==> src/rtl/softmax_exp_accum.sv <==
// Softmax exponential accumulator: collects NUM_CLASSES exponentials, forms a
// saturated sum for the reciprocal stage, then replays each exponential with
// the returned reciprocal to the normalising multiplier.
module softmax_exp_accum #(
  parameter int DATA_WIDTH  = 8,
  parameter int NUM_CLASSES = 10,
  parameter int IDX_WIDTH   = 4
) (
  input  logic                  clk,
  input  logic                  rst_n,
  input  logic                  in_valid,
  output logic                  in_ready,
  input  logic [DATA_WIDTH-1:0] in_data,
  output logic [DATA_WIDTH-1:0] rec_number,
  output logic                  rec_enable,
  input  logic                  rec_ack,
  input  logic [DATA_WIDTH-1:0] rec_result,
  output logic                  out_valid,
  input  logic                  out_ready,
  output logic [DATA_WIDTH-1:0] out_exp,
  output logic [DATA_WIDTH-1:0] out_rec,
  output logic [IDX_WIDTH-1:0]  out_index,
  output logic                  out_last,
  output logic                  busy
);

  localparam int SUM_WIDTH = DATA_WIDTH + IDX_WIDTH;
  localparam logic [IDX_WIDTH-1:0] LAST_IDX = IDX_WIDTH'(NUM_CLASSES - 1);

  typedef enum logic [1:0] {
    ST_COLLECT = 2'b00,
    ST_REQ     = 2'b01,
    ST_DRAIN   = 2'b10
  } state_e;

  // Clamp the wide sum into the reciprocal operand width.
  function automatic logic [DATA_WIDTH-1:0] saturate(input logic [SUM_WIDTH-1:0] s);
    if (|s[SUM_WIDTH-1:DATA_WIDTH]) begin
      saturate = {DATA_WIDTH{1'b1}};
    end else begin
      saturate = s[DATA_WIDTH-1:0];
    end
  endfunction

  state_e                state_q, state_d;
  logic [IDX_WIDTH-1:0]  cnt_q, cnt_d;
  logic [IDX_WIDTH-1:0]  idx_q, idx_d;
  logic [SUM_WIDTH-1:0]  sum_q, sum_d;
  logic [DATA_WIDTH-1:0] rec_hold_q, rec_hold_d;
  logic [DATA_WIDTH-1:0] rec_number_q, rec_number_d;
  logic [DATA_WIDTH-1:0] buffer_q [NUM_CLASSES];
  logic                  in_ready_q, busy_q, rec_enable_q;
  logic                  out_valid_q, out_last_q;
  logic [DATA_WIDTH-1:0] out_exp_q, out_rec_q;
  logic [IDX_WIDTH-1:0]  out_index_q;

  logic                  in_fire_s;
  logic [SUM_WIDTH-1:0]  sum_next_s;
  logic [DATA_WIDTH-1:0] rd_exp_s;

  assign in_fire_s  = (state_q == ST_COLLECT) & in_valid;
  assign sum_next_s = sum_q + {{IDX_WIDTH{1'b0}}, in_data};

  // Next-state and datapath updates for the collect / request / drain sequence.
  always_comb begin
    state_d      = state_q;
    cnt_d        = cnt_q;
    idx_d        = idx_q;
    sum_d        = sum_q;
    rec_hold_d   = rec_hold_q;
    rec_number_d = rec_number_q;
    case (state_q)
      ST_COLLECT: begin
        if (in_fire_s) begin
          sum_d = sum_next_s;
          if (cnt_q == LAST_IDX) begin
            rec_number_d = saturate(sum_next_s);
            if (sum_next_s == {SUM_WIDTH{1'b0}}) begin
              // Nothing to normalise by: skip the reciprocal request.
              state_d    = ST_DRAIN;
              rec_hold_d = {DATA_WIDTH{1'b1}};
            end else begin
              state_d = ST_REQ;
            end
          end else begin
            cnt_d = cnt_q + IDX_WIDTH'(1);
          end
        end else begin
          state_d = ST_COLLECT;
        end
      end
      ST_REQ: begin
        if (rec_ack) begin
          rec_hold_d = rec_result;
          state_d    = ST_DRAIN;
        end else begin
          state_d = ST_REQ;
        end
      end
      ST_DRAIN: begin
        if (out_ready) begin
          if (idx_q == LAST_IDX) begin
            state_d = ST_COLLECT;
            cnt_d   = {IDX_WIDTH{1'b0}};
            idx_d   = {IDX_WIDTH{1'b0}};
            sum_d   = {SUM_WIDTH{1'b0}};
          end else begin
            idx_d = idx_q + IDX_WIDTH'(1);
          end
        end else begin
          state_d = ST_DRAIN;
        end
      end
      default: begin
        state_d = ST_COLLECT;
        cnt_d   = {IDX_WIDTH{1'b0}};
        idx_d   = {IDX_WIDTH{1'b0}};
        sum_d   = {SUM_WIDTH{1'b0}};
      end
    endcase
  end

  // Replay read; forwards the element being written this cycle when it is the one selected.
  always_comb begin
    if (in_fire_s && (cnt_q == idx_d)) begin
      rd_exp_s = in_data;
    end else begin
      rd_exp_s = buffer_q[idx_d];
    end
  end

  // FSM state register.
  always_ff @(posedge clk) begin
    if (!rst_n) begin
      state_q <= ST_COLLECT;
    end else begin
      state_q <= state_d;
    end
  end

  // Counters, sum, reciprocal hold and all registered outputs.
  always_ff @(posedge clk) begin
    if (!rst_n) begin
      cnt_q        <= {IDX_WIDTH{1'b0}};
      idx_q        <= {IDX_WIDTH{1'b0}};
      sum_q        <= {SUM_WIDTH{1'b0}};
      rec_hold_q   <= {DATA_WIDTH{1'b0}};
      rec_number_q <= {DATA_WIDTH{1'b0}};
      in_ready_q   <= 1'b1;
      busy_q       <= 1'b0;
      rec_enable_q <= 1'b0;
      out_valid_q  <= 1'b0;
      out_exp_q    <= {DATA_WIDTH{1'b0}};
      out_rec_q    <= {DATA_WIDTH{1'b0}};
      out_index_q  <= {IDX_WIDTH{1'b0}};
      out_last_q   <= 1'b0;
    end else begin
      cnt_q        <= cnt_d;
      idx_q        <= idx_d;
      sum_q        <= sum_d;
      rec_hold_q   <= rec_hold_d;
      rec_number_q <= rec_number_d;
      in_ready_q   <= (state_d == ST_COLLECT);
      busy_q       <= (state_d != ST_COLLECT);
      rec_enable_q <= (state_d == ST_REQ);
      out_valid_q  <= (state_d == ST_DRAIN);
      out_exp_q    <= (state_d == ST_DRAIN) ? rd_exp_s : {DATA_WIDTH{1'b0}};
      out_rec_q    <= (state_d == ST_DRAIN) ? rec_hold_d : {DATA_WIDTH{1'b0}};
      out_index_q  <= (state_d == ST_DRAIN) ? idx_d : {IDX_WIDTH{1'b0}};
      out_last_q   <= (state_d == ST_DRAIN) && (idx_d == LAST_IDX);
    end
  end

  // Exponential buffer; contents are don't-care after reset.
  always_ff @(posedge clk) begin
    if (in_fire_s) begin
      buffer_q[cnt_q] <= in_data;
    end
  end

  assign in_ready   = in_ready_q;
  assign busy       = busy_q;
  assign rec_number = rec_number_q;
  assign rec_enable = rec_enable_q;
  assign out_valid  = out_valid_q;
  assign out_exp    = out_exp_q;
  assign out_rec    = out_rec_q;
  assign out_index  = out_index_q;
  assign out_last   = out_last_q;

endmodule

==> config.mk <==
export PLATFORM = sky130hd
export DESIGN_NAME = softmax_exp_accum
export DESIGN_NICKNAME = d
export VERILOG_FILES = /design/src/rtl/softmax_exp_accum.sv
export SDC_FILE = /design/constraint.sdc
export NUM_CORES = 1
export LEC_CHECK = 0
export ABC_AREA = 1
export CORE_MARGIN = 3
export CORE_UTILIZATION = 25
export CTS_CLUSTER_DIAMETER = 60
export DETAILED_ROUTE_END_ITERATION = 8
export GPL_TIMING_DRIVEN = 0
export PLACE_DENSITY_LB_ADDON = 0.12
export SLEW_MARGIN = 20
export SYNTH_ARGS = -nofsm -noshare
export SYNTH_HDL_FRONTEND = slang
export SYNTH_SLANG_ARGS = --single-unit
==> constraint.sdc <==
create_clock -name clk -period 7 [get_ports clk]
set_input_delay 1.4 -clock clk [delete_from_list [all_inputs] [get_ports clk]]
set_output_delay 1.4 -clock clk [all_outputs]
set_load 0.05 [all_outputs]
======== Word level (Yosys, flattened, before mapping) ========
Memory sizes are Yosys's and may differ from the RTL's. A register that Yosys moved wholly into a read port is not among the register bits.
Cells that the tools add are included.
Widths: inputs -> output; s select.
word-level totals
  memories kept ........................... 1
  register bits after elaboration ......... 55
  memory bits (writable) .................. 80
  input port bits ......................... 21
cells by class
  multiplexer cells ....................... 27
  eq/ne operators ......................... 11
  reduce and logical (&&, ||, !) cells .... 12
  bitwise logic cells ..................... 2
  add/subtract/negate cells ............... 3
memory list
  name      words  width  read ports  clocked after memory_dff  write ports  RTL line  RTL
  buffer_q  10     8      1           1                         1            51        logic [DATA_WIDTH-1:0] buffer_q [NUM_CLASSES];
operators by type and width
  cell                 number
  $mux 8               5
  $mux 12              3
  $pmux 12 s3          1
  $mux 4               6
  $pmux 8 s2           1
  $add 12x8->12        1
  $eq 4x4->1 const B   3
  $logic_not 12->1     1
  $mux 2               6
  $pmux 4 s3           1
  $add 4x1->4 const B  2
  $ne 2x2->1 const B   4
  $pmux 4 s2           1
  $pmux 2 s3           1
  $reduce_and 5->1     1
  $eq 2x1->1 const B   2
  $eq 2x2->1 const B   2
  $logic_not 2->1      2
  $reduce_and 4->1     1
  $reduce_or 4->1      1
  $reduce_and 3->1     1
  $mux 1               2
  $reduce_and 2->1     1
  $reduce_bool 2->1    1
  other kinds (5)      5

======== Depth between registers and ports, before layout ========
Gate-level depths: netlist (run 1).
  word-level depth ........................ 9
  depth in mapped cells ................... 17
  mapped depth without buffers ............ 17

======== Worst setup path before layout (run 1) ========
No wires, ideal clock.
  path kind ............................... input port to flip-flop
  start ................................... input in_data[0]
  end ..................................... register out_rec_q[2] (netlist: out_rec[2])
  buffers on the path ..................... 1
  slack ................................... 3.584 ns
  arrival ................................. 3.355 ns
  stages .................................. 15
  cell sequence ........................... ha_1 > inv_1 > fa_1 > inv_1 > or2_1 > nor2_1 > nand3_1 > nor2_2 > nand2_2 > nor2_4 > nand4_4 > nand2_2 > nand2_4 > buf_6 > nor2_4
on the way
  cells in the longest elaborated chain, start to end .. 8
ends and longest elaborated chain
  element                            RTL line  RTL
  start: declaration                 13        input logic [DATA_WIDTH-1:0] in_data,
  $add 12x8->12 (*)                  62        assign sum_next_s = sum_q + {{IDX_WIDTH{1'b0}}, in_data};
  $logic_not 12->1 (*)               78        if (sum_next_s == {SUM_WIDTH{1'b0}}) begin
  $mux 2                             78
  $mux 2                             76        if (cnt_q == LAST_IDX) begin
  $mux 2                             74        if (in_fire_s) begin
  $pmux 2 s3                         72        case (state_q)
  $eq 2x2->1                         168       out_rec_q <= (state_d == ST_DRAIN) ? rec_hold_d : {DATA_WIDTH{1'b0}};
  $reduce_and 2->1 (no source line)  --
  end signal: assignment             154       out_rec_q <= {DATA_WIDTH{1'b0}};
  end signal: assignment             168
  end: declaration                   54        logic [DATA_WIDTH-1:0] out_exp_q, out_rec_q;
Every way passes the cells marked *; elsewhere a longest branch is shown, timed or not.
A chain may end at the register's enable or synchronous reset.

======== Final worst setup path (run 1) ========
  start ................................... input in_data[0]
  end ..................................... register out_exp_q[1] (netlist: out_exp[1]) (read register of buffer_q)
on the way
  cells in the longest elaborated chain, start to end .. 9
ends and longest elaborated chain
  element                            RTL line  RTL
  $add 12x8->12                      62
  $logic_not 12->1                   78
  $mux 2                             78
  $mux 2                             76
  $mux 2                             74
  $pmux 2 s3                         72
  $eq 2x2->1                         167       out_exp_q <= (state_d == ST_DRAIN) ? rd_exp_s : {DATA_WIDTH{1'b0}};
  $reduce_and 2->1 (no source line)  --
  $logic_not 1->1 (no source line)   --
  end: declaration                   54
No other way between the ends.

==> impl_metrics.yaml, run 1 <==
outcome:
  status: "completed"
sta:
  slew_headroom_pct: 44.3
  setup_viol: 0
  fin_crit_sh_pct: 63.8
  worst_slew_pin_slew_ns: 0.833
  final_max_slew_viol_count: 0
  fin_crit_ns: 4.47
  finalHoldViolCount: 0
  rsz0062_at_grt: "false"
  setup-tns-final_ns: 0
  clock_skew_ns: 0.0133
  max_clock_freq_ghz: 0.224
detailed_routing:
  detail_route.first_pass.iterations: 4
  viasPerCell: 4.30
  num_vias: 4952
  final_antenna_net_count: 0
  drcViolationCount: 0
  dr.first_iter.drc_count: 230
  wl_per_cell_um: 16.0
  totalWireLength_um: 18400
cts:
  cts_hold_buf: 0
  numClockSinks: 143
  numCtsBuffers: 17
  path_clk_slew_ns: 0.06
  postCtsSetupBuffers: 0
  clock_latency_ns: 0.42
  htree_levels: 4
  clockBufferDepth: 2
  cts_resized: 0
  cts_tree: "done"
  cts_root_buf: "clkbuf_16"
critical_path:
  crit_required_ns: 7.35
  r2r_cells: 15
  cp.arrival_ns: 4.81
  critPathKind: "input port to flop"
  path_max_fanout: 12
  crit_path_start_kind: "input port"
  end_kind: "flop"
logic_synthesis:
  async_flop_share_pct: 0
  ys_types: 41
  yosysWarnings: 0
  syn-num-nets: 764
  synthCells: 730
  synth_edf_count: 80
  syn-cell-area_sq_mm: 0.00671
  synth-seq-area-share_pct: 54.6
  synth_flop_cell: "edfxtp_1"
  synth-seq-cells: 143
  avgSynthCellArea_sq_um: 9.19
global_routing:
  grt_pass1_wl_um: 29200
  grt_max_degree: 18
  antenna_found_initial: 0
  grt_overflow: 0
  grt_usage_pct: 13.3
  grt_pass1_vias: 5141
layout:
  nFillCells: 2715
  area_growth_pct: 23.1
  layout-drive-gt1-share_pct: 16.3
  multi_input_area_sq_mm: 0.00255
  diodes: 0
  register_area_sq_mm: 0.00366
  layout.nets: 837
  fin_util_pct: 31.5
run:
  timing.max_cap.violations: 0
power_and_ir_drop:
  comb_power_share_pct: 8.5
  power.share.clock_pct: 44.3
  peakVddDrop_v: 0.000133
  swShare_pct: 25.2
  pwr-share-seq_pct: 47.2
  fin_total_pwr_mw: 1.93
  switchingPower_uw: 486
  p_leak_nw: 3.26
  intPower_mw: 1.44
  power_density_mw_per_mm2: 233
floorplan:
  core_area_sq_mm: 0.0262
  rows: 59
  initial_core_util_pct: 25.6
  die_x_um: 170
  io_pins: 54
  dieArea_sq_mm: 0.0288
  die_y_um: 170
placed_design:
  gp_congestion: 0.797
  port_buffers: 53
  place_hpwl_um: 12900
hold_path:
  hold_depth: 2
  hp-class: "flop to flop"
==> power by group through the flow <==
stage	clock (mW)	sequential (mW)	combinational, mW
floorplan	0	0.926	0.105
global placement	0	0.928	0.165
detailed placement	0	0.928	0.165
CTS	0.880	0.910	0.166
global route	0.915	0.912	0.186
finish	0.855	0.910	0.163
==> synthesized netlist by cell type (2+ instances only) <==
master	instances	area [sq um]
a211oi_1	2	15.0
a21oi_1	35	175
a21oi_2	5	43.8
a221oi_1	8	70.1
buf_1	3	11.3
buf_2	10	50.1
buf_4	3	22.5
buf_6	3	33.8
clkbuf_1	7	26.3
dfxtp_1	63	1260
edfxtp_1	80	2400
ha_1	12	150
inv_1	92	345
inv_2	11	41.3
nand2_1	163	612
nand2_2	13	81.3
nand3_1	55	275
nand3_2	3	30.0
nand4_1	3	18.8
nor2_1	36	135
nor2_2	9	56.3
nor2_4	13	146
nor3_1	15	75.1
o211ai_1	26	195
o21a_1	2	15.0
o21ai_0	18	90.1
o21ai_1	4	20.0
o21ai_2	3	26.3
o21bai_1	2	15.0
o221ai_1	4	35.0
or2_2	15	93.8
xor2_1	3	26.3
==> flip-flops by register name, indices dropped and copies added, names as in the netlist <==
name,flops
out_valid,1
out_rec,8
rec_hold_q,8
out_exp,8
out_index,4
buffer_q,80
rec_number,8
in_ready,1
rec_enable,1
state_q,2
out_last,1
sum_q,12
idx_q,4
cnt_q,4
busy,1
==> cells in the final DEF (no fill, tap or decap), types with 5 or more instances in the layout <==
cell and instances:
o211ai_1 26, nand2_2 13, nor2_1 36, nor2_2 9
o21ai_0 18, nor3_2 10, a221oi_1 8, edfxtp_1 80
inv_2 11, nand2_1 163, or2_2 15, nand3_1 55
nor3_1 6, clkbuf_1 8, dfxtp_1 63, ha_1 12
buf_2 10, clkbuf_16 17, clkdlybuf4s50_1 53, a21oi_1 35
inv_1 92, a21oi_2 5, nor2_4 13
==> worst paths after layout <==
| check | start | to | slack [ns] |
|---|---|---|---|
| worst max-delay path | in_data[0] | out_exp[1] | 2.53 |
| worst min-delay path | sum_q[3] | sum_q[3] | 0.47 |
| worst max register to register | sum_q[0] | out_exp[1] | 4.12 |
| worst min register to register | sum_q[3] | sum_q[3] | 0.47 |
==> logic make-up after synthesis <==
kind of cell	Yosys count	share of synthesized area (%)
xor gates and xnor gates	4	0.634
and+or+nand+nor	330	23.6
DFF	143	54.6
buffers and inverters	130	7.96
adders and majority gates	13	2.54
AOI/OAI and AO/OA	110	10.7
==> through the flow <==
step / area, sq um / hold slack (ns) / worst slack, ns / std cells
floorplan: 6710 / 0.445 / 3.58 / 730
global placement: 7660 / 0.456 / 2.05 / 1118
detailed placement: 7710 / 0.458 / 2.03 / 1119
CTS: 8260 / 0.469 / 2.49 / 1151
global route: 8260 / 0.492 / 2.25 / 1151
finish: 8260 / 0.468 / 2.53 / 1151
==> worst max-delay path, cell delays in order <==
cell and delay, ns:
clkdlybuf4s50_1 0.82, ha_1 0.37, inv_1 0.08, fa_1 0.53, inv_1 0.06, or2_1 0.21
nor2_1 0.09, nand3_1 0.10, nor2_2 0.15, nand2_2 0.08, nor2_4 0.10, nand4_4 0.20
nand2_2 0.14, nand2_4 0.10, buf_6 0.19, nor2_2 0.16
==> cell type report <==
cell class / count / area share [%]
buffer: 26 / 1.74
clock buffer: 18 / 5.20
clock inverter: 14 / 1.44
inverter: 104 / 4.73
multi-input combinational: 457 / 30.9
sequential: 143 / 44.4
tap: 335 / 5.08
timing repair buffer: 54 / 6.52
==> metal layers <==
layer / GRT usage (%) / wire length (um)
met4: 3.84 / 71
met1: 16.9 / 8610
met2: 22.9 / 9400
met5: 0 / 0
met3: 2.63 / 347
Note: power is estimated with default switching activity, not from simulation.
==> run 2, diff against run 1 <==
clock period = 3.9 ns   (was 7 ns; I/O delays follow)
==> run 2 against run 1 <==
  * Sequential power grew 79%
  * Total power grew 79%
  * Non-clock buffer count is the same
  * Final cell count is the same
  * Global-route usage is the same
  * Worst hold slack is the same
  * Cell area is essentially flat
  * Critical path type unchanged
  * Largest power group unchanged
==> impl_metrics.yaml, run 2 (same netlist as run 1, synthesis figures left out) <==
layout:
  design_area_sq_mm: 0.00826
  largestRegisters: "buffer_q: 80 flops, sum_q: 12 flops"
  mostFrequentLayoutCell: "nand2_1"
  diodes: 0
  regMostFlops: "buffer_q"
  final_cell_mix: "nand2_1 (163), inv_1 (92), edfxtp_1 (80), dfxtp_1 (63), nand3_1 (55)"
  layout.nets: 837
  largest_register_ff_count: 80
  area_growth_pct: 23.1
  fin_util_pct: 31.5
  layout-drive-gt1-share_pct: 16.3
  stdcell_count: 1151
power_and_ir_drop:
  intPower_mw: 2.59
  p_leak_nw: 3.26
  comb_power_share_pct: 8.5
  swShare_pct: 25.2
  switchingPower_uw: 872
  pwr-share-seq_pct: 47.2
  power_density_mw_per_mm2: 419
  peakVddDrop_v: 0.000238
  power.share.clock_pct: 44.3
sta:
  rsz0062_at_grt: "false"
  whs_ns: 0.468
  fin_ws_ns: 0.333
  fin_crit_sh_pct: 91.5
  max_clock_freq_ghz: 0.280
  setup_viol: 0
  worst_slew_pin_slew_ns: 0.833
  slew_headroom_pct: 44.3
  clock_skew_ns: 0.0133
  final_max_slew_viol_count: 0
  finalHoldViolCount: 0
  fin_crit_ns: 3.57
critical_path:
  crit_required_ns: 4.25
  path_max_fanout: 12
  cp.arrival_ns: 3.91
  r2r_cells: 15
  crit_start: "in_data[1]"
  r2r-end: "out_exp[1]"
  crit_path_start_kind: "input port"
  end_kind: "flop"
  critPathKind: "input port to flop"
  r2r-start: "sum_q[0]"
  rrSetupSlack_ns: 1.02
placed_design:
  dp_slack_ns: -0.447
  port_buffers: 53
  place_hpwl_um: 12900
  dpl_cell_area_sq_mm: 0.00771
  gp_congestion: 0.797
  placedCellCount: 1119
global_routing:
  grt_usage_pct: 13.3
  grt_pass1_vias: 5141
  grt_overflow: 0
  grt_max_degree: 18
  grt_pass1_wl_um: 29200
  antenna_found_initial: 0
cts:
  numCtsBuffers: 17
  clock_latency_ns: 0.42
  numClockSinks: 143
  htree_levels: 4
  path_clk_slew_ns: 0.06
  postCtsSetupBuffers: 0
  cts_root_buf: "clkbuf_16"
  cts_tree: "done"
  clockBufferDepth: 2
detailed_routing:
  drcViolationCount: 0
  wl_per_cell_um: 16.0
  totalWireLength_um: 18400
  num_vias: 4952
  dr.first_iter.drc_count: 230
  viasPerCell: 4.30
  final_antenna_net_count: 0
  detail_route.first_pass.iterations: 4
floorplan:
  io_pins: 54
  dieArea_sq_mm: 0.0288
  initial_core_util_pct: 25.6
  die_y_um: 170
  die_x_um: 170
  core_area_sq_mm: 0.0262
  rows: 59
hold_path:
  hold_depth: 2
  hp-class: "flop to flop"
  holdCritStartpoint: "sum_q[3]"
  whs_endpoint: "sum_q[3]"
run:
  timing.max_cap.violations: 0
outcome:
  status: "completed"
## run 2: changes by cell type in the layout (fill, tap and decap cells not counted)
cell             before  now
clkdlybuf4s50_1      53   52
dlymetal6s2s_1        0    1
## run 2: metrics by stage
stage                     total power, mW  setup TNS (ns)
after detailed placement             1.96          -11.65
final                                3.46               0
after CTS                            3.51               0
after global routing                 3.61               0
after global placement               1.96          -10.54
after floorplan                      1.85               0
## run 2: power by group through the flow
stage	Combinational, mW	Clock [mW]	Sequential [mW]
2_1_floorplan	0.189	0	1.66
6_report	0.293	1.53	1.63
5_1_grt	0.334	1.64	1.64
3_3_place_gp	0.295	0	1.67
4_1_cts	0.298	1.58	1.63
3_5_place_dp	0.297	0	1.67
## run 2: layout make-up
type                            instances  area (sq um)
Fill cell                            2716         17900
Clock inverter                         14           119
Clock buffer                           18           429
Inverter                              104           390
Buffer                                 26           144
Timing Repair Buffer                   54           541
Tap cell                              335           419
Sequential cell                       143          3660
Multi-Input combinational cell        457          2550
## run 2: repair_timing
item                       4_1_cts  5_1_grt
resized for setup                0        1
hold endpoints to repair         0        0
hold buffers                     0        0
setup endpoints to repair        0       32
## run 2: how the worst max path moves through the flow
stage	end	cells past startpoint	slack (ns)
finish	out_exp[1]	15	0.33
global route	out_exp[1]	15	0.04
CTS	out_exp[1]	16	0.007
detailed placement	out_exp[1]	16	-0.45
global placement	out_exp[1]	16	-0.43
floorplan	out_rec[2]	15	1.10
## run 2: metal layers
metal / vias up / part of all wire (%) / track usage, %
met1: 2333 / 47 / 16.9
li1: 2573 / - / -
met3: 2 / 1.9 / 2.63
met4: 0 / 0.39 / 3.84
met5: - / 0 / 0
met2: 44 / 51 / 22.9
## run 2: worst max-delay path: stages
cell and delay [ns]:
clkdlybuf4s50_1 0.75, inv_1 0.17, fa_1 0.61, inv_1 0.06, or2_1 0.21, nor2_1 0.09
nand3_1 0.10, nor2_2 0.15, nand2_2 0.08, nor2_4 0.10, nand4_4 0.20, nand2_2 0.14
nand2_4 0.10, buf_6 0.19, nor2_2 0.16
